==> config.mk <==
export PLATFORM = sky130hd
export DESIGN_NAME = ex_operand_stage
export DESIGN_NICKNAME = d
export VERILOG_FILES = /design/src/rtl/ex_pkg.sv /design/src/rtl/ex_operand_stage_forward_unit.sv /design/src/rtl/ex_operand_stage.sv
export SDC_FILE = /design/constraint.sdc
export NUM_CORES = 1
export LEC_CHECK = 0
export CORE_MARGIN = 4
export CORE_UTILIZATION = 44
export DETAILED_ROUTE_END_ITERATION = 6
export GPL_TIMING_DRIVEN = 1
export PLACE_DENSITY = 0.87
export SLEW_MARGIN = 20
export SYNTH_ARGS = -nofsm -noshare
export SYNTH_HDL_FRONTEND = slang
export SYNTH_SLANG_ARGS = --single-unit
==> constraint.sdc <==
create_clock -name clk -period 3.1 [get_ports clk]
set_input_delay 0.62 -clock clk [delete_from_list [all_inputs] [get_ports clk]]
set_output_delay 0.62 -clock clk [all_outputs]
set_load 0.01 [all_outputs]
==> src/rtl/ex_pkg.sv <==
// rtl/ex_pkg.sv - shared ALU opcodes, operand selects and ID/EX register layout
package ex_pkg;

  localparam int EX_DATA_WIDTH     = 32;
  localparam int EX_OPCODE_LENGTH  = 4;
  localparam int EX_REG_ADDR_WIDTH = 5;

  localparam logic [EX_OPCODE_LENGTH-1:0] ALU_ADD  = 4'b0000;
  localparam logic [EX_OPCODE_LENGTH-1:0] ALU_SUB  = 4'b0001;
  localparam logic [EX_OPCODE_LENGTH-1:0] ALU_XOR  = 4'b0010;
  localparam logic [EX_OPCODE_LENGTH-1:0] ALU_OR   = 4'b0011;
  localparam logic [EX_OPCODE_LENGTH-1:0] ALU_AND  = 4'b0100;
  localparam logic [EX_OPCODE_LENGTH-1:0] ALU_SRL  = 4'b0101;
  localparam logic [EX_OPCODE_LENGTH-1:0] ALU_SLL  = 4'b0110;
  localparam logic [EX_OPCODE_LENGTH-1:0] ALU_SRA  = 4'b0111;
  localparam logic [EX_OPCODE_LENGTH-1:0] ALU_SLT  = 4'b1000;
  localparam logic [EX_OPCODE_LENGTH-1:0] ALU_SLTU = 4'b1001;
  localparam logic [EX_OPCODE_LENGTH-1:0] ALU_EQ   = 4'b1010;

  // Encoding 2'b11 is reserved and decodes like SRC_A_ZERO.
  typedef enum logic [1:0] {
    SRC_A_RS1  = 2'b00,
    SRC_A_PC   = 2'b01,
    SRC_A_ZERO = 2'b10
  } src_a_sel_t;

  typedef enum logic {
    SRC_B_RS2 = 1'b0,
    SRC_B_IMM = 1'b1
  } src_b_sel_t;

  // All-zero contents are a bubble: invalid, no write, ADD, zero operands.
  typedef struct packed {
    logic                         valid;
    logic [EX_REG_ADDR_WIDTH-1:0] rs1;
    logic [EX_REG_ADDR_WIDTH-1:0] rs2;
    logic [EX_REG_ADDR_WIDTH-1:0] rd;
    logic [EX_DATA_WIDTH-1:0]     rs1_val;
    logic [EX_DATA_WIDTH-1:0]     rs2_val;
    logic [EX_DATA_WIDTH-1:0]     imm;
    logic [EX_DATA_WIDTH-1:0]     pc;
    logic [1:0]                   src_a_sel;
    logic                         src_b_sel;
    logic [EX_OPCODE_LENGTH-1:0]  operation;
    logic                         reg_write;
  } idex_t;

endpackage

==> src/rtl/ex_operand_stage_forward_unit.sv <==
// rtl/ex_operand_stage_forward_unit.sv - resolves one operand against EX/MEM and MEM/WB producers
module forward_unit
  import ex_pkg::*;
#(
  parameter int DATA_WIDTH     = EX_DATA_WIDTH,
  parameter int REG_ADDR_WIDTH = EX_REG_ADDR_WIDTH
) (
  input  logic [REG_ADDR_WIDTH-1:0] rs,
  input  logic [DATA_WIDTH-1:0]     reg_val,
  input  logic                      exm_reg_write,
  input  logic [REG_ADDR_WIDTH-1:0] exm_rd,
  input  logic [DATA_WIDTH-1:0]     exm_result,
  input  logic                      wb_reg_write,
  input  logic [REG_ADDR_WIDTH-1:0] wb_rd,
  input  logic [DATA_WIDTH-1:0]     wb_result,
  output logic [DATA_WIDTH-1:0]     fwd_val
);

  // The younger producer (EX/MEM) wins; x0 is hardwired and never forwarded.
  always_comb begin
    fwd_val = reg_val;
    if (exm_reg_write && (exm_rd != '0) && (exm_rd == rs)) begin
      fwd_val = exm_result;
    end else if (wb_reg_write && (wb_rd != '0) && (wb_rd == rs)) begin
      fwd_val = wb_result;
    end
  end

endmodule

==> src/rtl/ex_operand_stage.sv <==
// rtl/ex_operand_stage.sv - ID/EX register with forwarding, stall and flush, driving the ALU
module ex_operand_stage
  import ex_pkg::*;
#(
  parameter int DATA_WIDTH     = EX_DATA_WIDTH,
  parameter int OPCODE_LENGTH  = EX_OPCODE_LENGTH,
  parameter int REG_ADDR_WIDTH = EX_REG_ADDR_WIDTH
) (
  input  logic                      clk,
  input  logic                      reset,
  input  logic                      stall,
  input  logic                      flush,
  input  logic                      id_valid,
  input  logic [REG_ADDR_WIDTH-1:0] id_rs1,
  input  logic [REG_ADDR_WIDTH-1:0] id_rs2,
  input  logic [REG_ADDR_WIDTH-1:0] id_rd,
  input  logic [DATA_WIDTH-1:0]     id_rs1_data,
  input  logic [DATA_WIDTH-1:0]     id_rs2_data,
  input  logic [DATA_WIDTH-1:0]     id_imm,
  input  logic [DATA_WIDTH-1:0]     id_pc,
  input  logic [1:0]                id_src_a_sel,
  input  logic                      id_src_b_sel,
  input  logic [OPCODE_LENGTH-1:0]  id_operation,
  input  logic                      id_reg_write,
  input  logic                      exm_reg_write,
  input  logic [REG_ADDR_WIDTH-1:0] exm_rd,
  input  logic [DATA_WIDTH-1:0]     exm_result,
  input  logic                      wb_reg_write,
  input  logic [REG_ADDR_WIDTH-1:0] wb_rd,
  input  logic [DATA_WIDTH-1:0]     wb_result,
  output logic                      ex_valid,
  output logic [REG_ADDR_WIDTH-1:0] ex_rd,
  output logic                      ex_reg_write,
  output logic [DATA_WIDTH-1:0]     ex_pc,
  output logic [DATA_WIDTH-1:0]     SrcA,
  output logic [DATA_WIDTH-1:0]     SrcB,
  output logic [OPCODE_LENGTH-1:0]  Operation,
  output logic [DATA_WIDTH-1:0]     ex_store_data
);

  idex_t                 q;
  logic [DATA_WIDTH-1:0] fwd_a;
  logic [DATA_WIDTH-1:0] fwd_b;

  forward_unit #(.DATA_WIDTH(DATA_WIDTH), .REG_ADDR_WIDTH(REG_ADDR_WIDTH)) u_fwd_a (
    .rs(q.rs1), .reg_val(q.rs1_val),
    .exm_reg_write(exm_reg_write), .exm_rd(exm_rd), .exm_result(exm_result),
    .wb_reg_write(wb_reg_write), .wb_rd(wb_rd), .wb_result(wb_result),
    .fwd_val(fwd_a)
  );

  forward_unit #(.DATA_WIDTH(DATA_WIDTH), .REG_ADDR_WIDTH(REG_ADDR_WIDTH)) u_fwd_b (
    .rs(q.rs2), .reg_val(q.rs2_val),
    .exm_reg_write(exm_reg_write), .exm_rd(exm_rd), .exm_result(exm_result),
    .wb_reg_write(wb_reg_write), .wb_rd(wb_rd), .wb_result(wb_result),
    .fwd_val(fwd_b)
  );

  always_ff @(posedge clk) begin
    if (reset || flush) begin
      q <= '0;
    end else if (stall) begin
      // Re-capture resolved operands so a retiring producer's value is not lost.
      q.rs1_val <= fwd_a;
      q.rs2_val <= fwd_b;
    end else begin
      q.valid     <= id_valid;
      q.rs1       <= id_rs1;
      q.rs2       <= id_rs2;
      q.rd        <= id_rd;
      // The register file is written this same edge, so its read data is stale.
      q.rs1_val   <= (wb_reg_write && (wb_rd != '0) && (wb_rd == id_rs1)) ? wb_result : id_rs1_data;
      q.rs2_val   <= (wb_reg_write && (wb_rd != '0) && (wb_rd == id_rs2)) ? wb_result : id_rs2_data;
      q.imm       <= id_imm;
      q.pc        <= id_pc;
      q.src_a_sel <= id_src_a_sel;
      q.src_b_sel <= id_src_b_sel;
      q.operation <= id_operation;
      q.reg_write <= id_reg_write && id_valid;
    end
  end

  always_comb begin
    case (src_a_sel_t'(q.src_a_sel))
      SRC_A_RS1: SrcA = fwd_a;
      SRC_A_PC:  SrcA = q.pc;
      default:   SrcA = '0;
    endcase
    SrcB = (src_b_sel_t'(q.src_b_sel) == SRC_B_IMM) ? q.imm : fwd_b;
  end

  assign ex_valid      = q.valid;
  assign ex_rd         = q.rd;
  assign ex_reg_write  = q.reg_write;
  assign ex_pc         = q.pc;
  assign Operation     = q.operation;
  assign ex_store_data = fwd_b;

endmodule

# Yosys cells after proc, flatten, opt, wreduce, memory -nomap -nowiden
# Index checks and enable logic that the tools add are counted.
totals:
  register_bits: 152
  inputBits: 232
  wordCells: 41
op_classes:
  n_eq_ne: 7
  mux: 9
  reduce_logical: 13
ops:
  columns: ["operator", "count"]
  rows:
  - ["2-to-1 mux 32 bit", 7]
  - ["2-to-1 mux 64 bit", 1]
  - ["one-hot mux 32 bit (2 select lines)", 1]
  - ["== test 5 bit", 6]
  - ["nonzero test 5 bit", 2]
  - ["logical AND 1 bit", 9]
  - ["== test 2 x 1 -> 1 bit, second input constant", 1]
  - ["zero test 2 bit", 1]
  - ["logical OR 1 bit", 1]

# Depth between registers and ports, before layout
logic_depth:
  word_depth: 6
  ltp_mapped: 8
  ltp_nobuf: 5

# Modules after synthesis
# A second synthesis with hierarchy kept.
unflattened:
  hier_cells: 1163
  hier_area_um2: 9909.5
by_module_without_submodules:
  columns: ["mod", "instances", "cells_each", "area_each_um2"]
  rows:
  - ["ex_operand_stage", 1, 793, 7574.8]
  - ["forward_unit", 2, 185, 1167.4]

# Worst setup path after synthesis
# OpenSTA, ideal clock, no wires.
synth_path:
  path_type: "input port to output port"
  startpoint: "input wb_rd[4]"
  endpoint: "output SrcB[10]"
  t_arrival_ns: 2.329
  t_required_ns: 2.480
  path_slack_ns: 0.151
  stages: 7
  n_path_buf: 2
  cell_sequence: "buf_2 or4_4 o211a_1 clkbuf_1 nand3_1 a31oi_2 mux2_2"
synth_between:
  elab_chain_cells: 6
  elab_cells_between_ends: 7
  cone_classes: "eq/ne: 1; mux: 3; reduce/logical: 3"
synth_rtl:
  columns: ["element", "line_no", "source"]
  rows:
  - ["from (decl)", "ex_operand_stage.sv:29", "input logic [REG_ADDR_WIDTH-1:0] wb_rd,"]
  - ["nonzero test 5 bit", "ex_operand_stage_forward_unit.sv:24", "end else if (wb_reg_write && (wb_rd != '0) && (wb_rd == rs)) begin"]
  - ["logical AND 1 bit", "ex_operand_stage_forward_unit.sv:24", null]
  - ["logical AND 1 bit (*)", "ex_operand_stage_forward_unit.sv:24", null]
  - ["2-to-1 mux 32 bit (*)", "ex_operand_stage_forward_unit.sv:24", null]
  - ["2-to-1 mux 32 bit (*)", "ex_operand_stage_forward_unit.sv:22", "if (exm_reg_write && (exm_rd != '0) && (exm_rd == rs)) begin"]
  - ["named net ex_store_data[10]", "ex_operand_stage.sv:38", "output logic [DATA_WIDTH-1:0] ex_store_data"]
  - ["2-to-1 mux 32 bit (*)", "ex_operand_stage.sv:89", "SrcB = (src_b_sel_t'(q.src_b_sel) == SRC_B_IMM) ? q.imm : fwd_b;"]
  - ["to (decl)", "ex_operand_stage.sv:36", "output logic [DATA_WIDTH-1:0] SrcB,"]
# The timed path passes the listed nets; every way through them passes the cells marked *.

# Final worst setup path
layout_path:
  startpoint: "register q[144] in the netlist's numbering"
  endpoint: "output SrcB[7]"
layout_between:
  elab_chain_cells: 5
  elab_cells_between_ends: 7
  cone_classes: "eq/ne: 2; mux: 3; reduce/logical: 2"
layout_rtl:
  columns: ["element", "line_no", "source"]
  rows:
  - ["from (decl)", "ex_operand_stage.sv:41", "idex_t q;"]
  - ["== test 5 bit", "ex_operand_stage_forward_unit.sv:24", null]
  - ["logical AND 1 bit", "ex_operand_stage_forward_unit.sv:24", null]
  - ["2-to-1 mux 32 bit", "ex_operand_stage_forward_unit.sv:24", null]
  - ["2-to-1 mux 32 bit (*)", "ex_operand_stage_forward_unit.sv:22", null]
  - ["2-to-1 mux 32 bit (*)", "ex_operand_stage.sv:89", null]
# Every way passes the cells marked *; elsewhere a longest branch is shown, timed or not.

==> results.sh <==
export IMPL_maxCapViolations=0
export IMPL_nFillCells=1046
export IMPL_violations="design-rule violations, negative setup slack"
export IMPL_drt_pre_antenna_iters=7
export IMPL_clock_fmax_mhz=303.1
export IMPL_postLayoutCoreUtil=0.8205
export IMPL_seq_area_frac_synth=0.3361
export IMPL_synth_flop_cell="dfxtp_1"
export IMPL_numClockSinks=152
export IMPL_dp_worst_setup_slack_ns=-0.8398
export IMPL_syn_nets=1237
export IMPL_tightestPinTransition_ns=0.8315
export IMPL_yosys_area_top_type_share=0.3361
export IMPL_setup_viol=75
export IMPL_crit_type="flop to output port"
export IMPL_io_pins=371
export IMPL_yosysWarnings=0
export IMPL_yosys_top_cells_area="dfxtp_1 34%, mux2i_1 17%, o21ai_0 5.3%"
export IMPL_design_area_um2=16600
export IMPL_grt_pass1_wl_mm=66.22
export IMPL_grt_max_degree=70
export IMPL_hold_class="flop to flop"
export IMPL_finalNonFillerCells=1752
export IMPL_cp_startpoint="q[144]$_SDFFE_PP0N_"
export IMPL_cts_htree_levels=4
export IMPL_synth_xor_area_frac=0.02902
export IMPL_r2r_start="q[144]$_SDFFE_PP0N_"
export IMPL_io_buffers=370
export IMPL_dp_hpwl_mm=27.15
export IMPL_grt_usage=0.3810
export IMPL_yosys_area_share_simple=0.1039
export IMPL_grt_overflow=0
export IMPL_ir_drop_v=0.0004016
export IMPL_fin_skew_ns=0.01074
export IMPL_via_count=11060
export IMPL_setup_ws_ns=-0.1989
export IMPL_cp_required_ns=2.48
export IMPL_tritoncts="done"
export IMPL_powerDensity_nw_per_um2=362.4
export IMPL_synth_edf_count=0
export IMPL_syn_area_per_cell_um2=9.010
export IMPL_wire_per_inst_um=27.95
export IMPL_crit_fanout=6
export IMPL_reg2reg_slack_ns=0.81
export IMPL_antenna_found_initial=1
export IMPL_total_leakage_power_nw=6.386
export IMPL_ant_nets=0
export IMPL_cts_hold_buf=0
export IMPL_finalWeightedCongestion=0.8986
export IMPL_rsz0062_at_grt="yes"
export IMPL_synthToLayoutAreaGrowth_pct=83.35
export IMPL_die_x_um=151.5
export IMPL_clk_latency_ns=0.44
export IMPL_start_kind="flop"
export IMPL_syn_inst=1005
export IMPL_grt_pass1_vias=11320
export IMPL_timing_final_crit_share=1.064
export IMPL_synthAdderAreaFrac=0
export IMPL_placed_cell_area_um2=13470
export IMPL_clockBufferDepth=2
export IMPL_core_area_um2=20230
export IMPL_dieArea_um2=22940
export IMPL_drive_above_1_share=0.3856
export IMPL_numCtsBuffers=17
export IMPL_min_period_ns=3.299
export IMPL_drc=4
export IMPL_rows=52
export IMPL_yosys_register_bits=152
export IMPL_synth_top_family_by_area="compound AO/OA/AOI/OAI gates"
export IMPL_drt_iter0_markers=962
export IMPL_maxSlewViolCount=0
export IMPL_status="finished, violations left"
export IMPL_synthDistinctLibCells=41
export IMPL_via_per_inst=6.311
export IMPL_dieHeight_um=151.5
export IMPL_cts_root_buffer="clkbuf_16"
export IMPL_clk_pin_slew_worst_paths_ns=0.07
export IMPL_critical_path_arrival_ns=2.68
export IMPL_hold_ws_ns=0.4992
export IMPL_power_mw=6.017
export IMPL_synth_mux_area_frac=0.2056
export IMPL_yosysTopAreaCell="dfxtp_1"
export IMPL_max_slew_margin=0.4457
export IMPL_nets=1700
export IMPL_cp_end_kind="output port"
export IMPL_setup_tns_ns=-6.755
export IMPL_syn_area_um2=9055
export IMPL_async_reset_ff_frac=0
export IMPL_routed_wl_mm=48.97
export IMPL_hold_start="ex_valid$_SDFFE_PP0N_"
export IMPL_dp_cells=1618
export IMPL_synth_compound_area_frac=0.2435
export IMPL_start_util=0.4475
export IMPL_hold_viol=0
-- routing by layer --
layer	global-route usage	wire length, um
met5	0	13
met4	0.2384	3602
met3	0.1077	5669
met2	0.6373	23060
met1	0.4271	16630
-- cells by family after synthesis --
kind of cell,Yosys count
mux,182
xor+xnor,30
buf+inv,139
simple gates,208
flops,152
compound gates,294
-- flip-flops by register name (all words and copies together), names as in the netlist --
signal and count:
ex_pc 32, ex_rd 5, Operation 4, ex_valid 1, q 109, ex_reg_write 1
-- what timing repair did --
item | CTS | global route
cloned | 15 | 5
setup endpoints to repair | 96 | 94
buffers inserted | 66 | 27
pin swaps | 61 | 46
resized for setup | 719 | 155
-- power breakdown --
| part | switching (mW) | internal [mW] |
|---|---|---|
| combinational | 0.800 | 0.907 |
| sequential | 0.0515 | 2.02 |
| clock | 0.973 | 1.26 |
| total | 1.82 | 4.19 |
-- cell type report --
class | instances | area (um^2) | area share
multi-input cells | 714 | 6610 | 0.3981
clock buffers | 20 | 466.7 | 0.02811
well taps | 270 | 337.8 | 0.02035
inverters | 2 | 7.507 | 0.0004522
diodes | 1 | 2.502 | 0.0001507
repair buffers | 581 | 5986 | 0.3605
flip-flops and latches | 152 | 3054 | 0.1840
clock inverters | 12 | 137.6 | 0.008290
-- synthesized netlist by cell type, types with 2 or more instances --
library cell	count
buf_6	5
o22ai_1	32
a31oi_2	30
dfxtp_1	152
mux2_2	32
clkbuf_2	3
nand2_1	32
a21boi_0	32
a31oi_1	2
o21ai_1	33
inv_1	2
nor2_1	92
nor3_1	33
or4_4	2
o211ai_2	2
buf_4	44
or3_1	2
a211oi_2	30
o2bb2ai_1	32
a211oi_1	2
nor2b_1	2
nand3_1	32
o21ai_0	95
buf_2	11
xnor2_1	20
buf_1	10
xor2_1	10
nor4_2	3
mux2i_1	150
nand4_1	4
clkbuf_1	64
-- final timing paths --
| kind | depth (start not counted) | endpoint |
|---|---|---|
| worst max-delay path | 8 | SrcB[7] |
| worst min-delay path | 2 | ex_valid$_SDFFE_PP0N_ |
| worst max register to register | 9 | q[95]$_SDFF_PP0_ |
| worst min register to register | 2 | ex_valid$_SDFFE_PP0N_ |
-- cells in the final DEF, fill, tap and decap left out, drive strengths merged, types with 2 or more instances in the layout --
master | synthesis | final
a211oi | 32 | 32
a21boi | 32 | 32
a31oi | 32 | 32
buf | 70 | 301
bufinv | 0 | 2
clkbuf | 67 | 34
clkdlybuf4s50 | 0 | 261
clkinv | 0 | 4
clkinvlp | 0 | 2
dfxtp | 152 | 152
dlygate4sd2 | 0 | 3
inv | 2 | 6
mux2 | 32 | 32
mux2i | 150 | 150
nand2 | 32 | 32
nand3 | 32 | 32
nand4 | 4 | 4
nor2 | 92 | 92
nor2b | 2 | 2
nor3 | 33 | 33
nor4 | 4 | 4
o211a | 2 | 2
o211ai | 2 | 2
o21ai | 128 | 128
o22ai | 32 | 32
o2bb2ai | 32 | 32
or2 | 2 | 2
or3 | 2 | 2
or4 | 3 | 3
xnor2 | 20 | 20
xor2 | 10 | 10
-- worst max-delay path: stages (launching register included) --
cell     delay (ns)
dfxtp_4        0.38
xor2_4         0.17
or4_4          0.62
buf_8          0.18
o21ai_2        0.22
a31oi_4        0.14
buf_6          0.14
mux2_4         0.27
buf_6          0.12
Power figures use the tool's default switching activity.
==> RTL edit, RTL diff (same flow settings) <==
Change the package constant `EX_REG_ADDR_WIDTH` from 5 to 4.
--- a/src/rtl/ex_pkg.sv
+++ b/src/rtl/ex_pkg.sv
@@ -3,7 +3,7 @@
 
   localparam int EX_DATA_WIDTH     = 32;
   localparam int EX_OPCODE_LENGTH  = 4;
-  localparam int EX_REG_ADDR_WIDTH = 5;
+  localparam int EX_REG_ADDR_WIDTH = 4;
 
   localparam logic [EX_OPCODE_LENGTH-1:0] ALU_ADD  = 4'b0000;
   localparam logic [EX_OPCODE_LENGTH-1:0] ALU_SUB  = 4'b0001;
Ports: changed (6 resized); port bits go from 371 to 365. No check against the original RTL was run, so the function may have changed too.
==> RTL edit against the original RTL <==
The flow finishes with violations (setup timing); count of clock-buffer cells in the layout unchanged; setup slack better by 180 ps; sequential share of layout area grew 2.2 points; total power fell by 7.9%; first-iteration DRC count is 30% lower; worst hold slack worse by 1.7 ps; wire length is 18% lower; cell area shrank 12%; register-to-register slack improved by 170 ps; core utilization down 7.9 points; combinational power shrank 20%; sequential cell count down 3; area after synthesis fell by 1.9%; critical endpoint is now SrcA[2]; largest power group unchanged; highest routed layer unchanged.
==> RTL edit: results (changes against the original RTL) <==
Pleak: 6.13 nW (-4.0%)
Syn nets: 1213 (-1.9%)
Crit-path slowest cell: o41a_1
Complex-gate fraction of the synthesized area: 22.1% (-2.3 points)
Share of cells above drive strength 1: 29.7% (-8.9 points)
Fraction of synthesized area in multiplexers: 16.6% (-4.0 points)
Seq/Total Area, Yosys: 33.6% (about the same)
Final Worst Setup Slack: -16.8 ps (+182 ps)
Worst EP arrival: 2500 ps (-180 ps)
CP Max Fanout: 5 (-1)
GP Congestion: 0.927 (+3.2%)
Total Routed Length: 40300 µm (-18%)
GR Util met3: 7.57% (-3.2 points)
Via density: 6.02 (-4.6%)
1st-pass router iterations: 6 (-1)
Post-synth cell types: 36 (-12%)
Metal-1 WL: 15100 µm (-9.3%)
First-pass GRT wire length: 58400 µm (-12%)
Hold endpoint: Operation[0]$_SDFFE_PP0N_
Initial antenna violation count: 2 (+1)
VDD IR max: 372 µV (-7.3%)
CP max stage delay: 360 ps (-260 ps)
Status: finished, violations left
Reg2Reg Setup Slack: 980 ps (+170 ps)
Failing checks: setup timing
Met3 WL: 3290 µm (-42%)
Finish-stage setup viols: 1 (-99%)
M2 GR Usage: 58.3% (-5.4 points)
==> RTL edit: changes by cell type in the layout (fill, tap and decap cells not counted), sizes merged, moves of 33 or more <==
cell,before,now
and3,0,62
buf,301,222
nand2,32,68
nor2,92,187
o21ai,128,0
o32ai,0,64
o41ai,0,33
==> RTL edit: worst max path at each step <==
stage | to | cells past startpoint
5_1_grt | SrcA[23] | 8
6_report | SrcA[2] | 10
4_1_cts | SrcA[3] | 9
3_5_place_dp | SrcA[30] | 8
3_3_place_gp | SrcA[30] | 8
2_1_floorplan | SrcA[23] | 7
==> RTL edit: stage by stage <==
step / std cells / setup TNS [ps] / instance area [µm²] / hold slack [ps] / util (%)
global placement: 1612 / -58650 / 13400 / 470 / 68.2
CTS: 1651 / -98.8 / 14400 / 504 / 73.0
finish: 1664 / -16.8 / 14600 / 498 / 74.1
floorplan: 986 / 0 / 8880 / 464 / -
global route: 1664 / -360 / 14600 / 529 / 74.1
detailed placement: 1612 / -62800 / 13400 / 488 / 68.2
==> RTL edit: repair_timing <==
action,CTS,global route
pin swaps,43,26
buffers inserted,10,11
cloned,4,2
hold buffers,0,0
resized for setup,429,106
setup endpoints to repair,96,89
==> RTL edit: layout make-up <==
cell class                 instances  area (µm²)  area share [%]
multi-input combinational        700        5780            39.7
timing repair buffer             520        4890            33.5
sequential                       149        3000            20.6
clock buffer                      20         447            3.07
tap                              265         332            2.28
clock inverter                     9         131           0.902
antenna                            1        2.50          0.0172
==> RTL edit: where the power goes <==
| part | total, mW | internal, mW | switching, mW | leakage, nW |
|---|---|---|---|---|
| sequential | 2.04 | 1.99 | 0.0576 | 1.22 |
| combinational | 1.37 | 0.733 | 0.639 | 4.64 |
| clock | 2.13 | 1.27 | 0.855 | 0.274 |
| total | 5.54 | 3.99 | 1.55 | 6.13 |
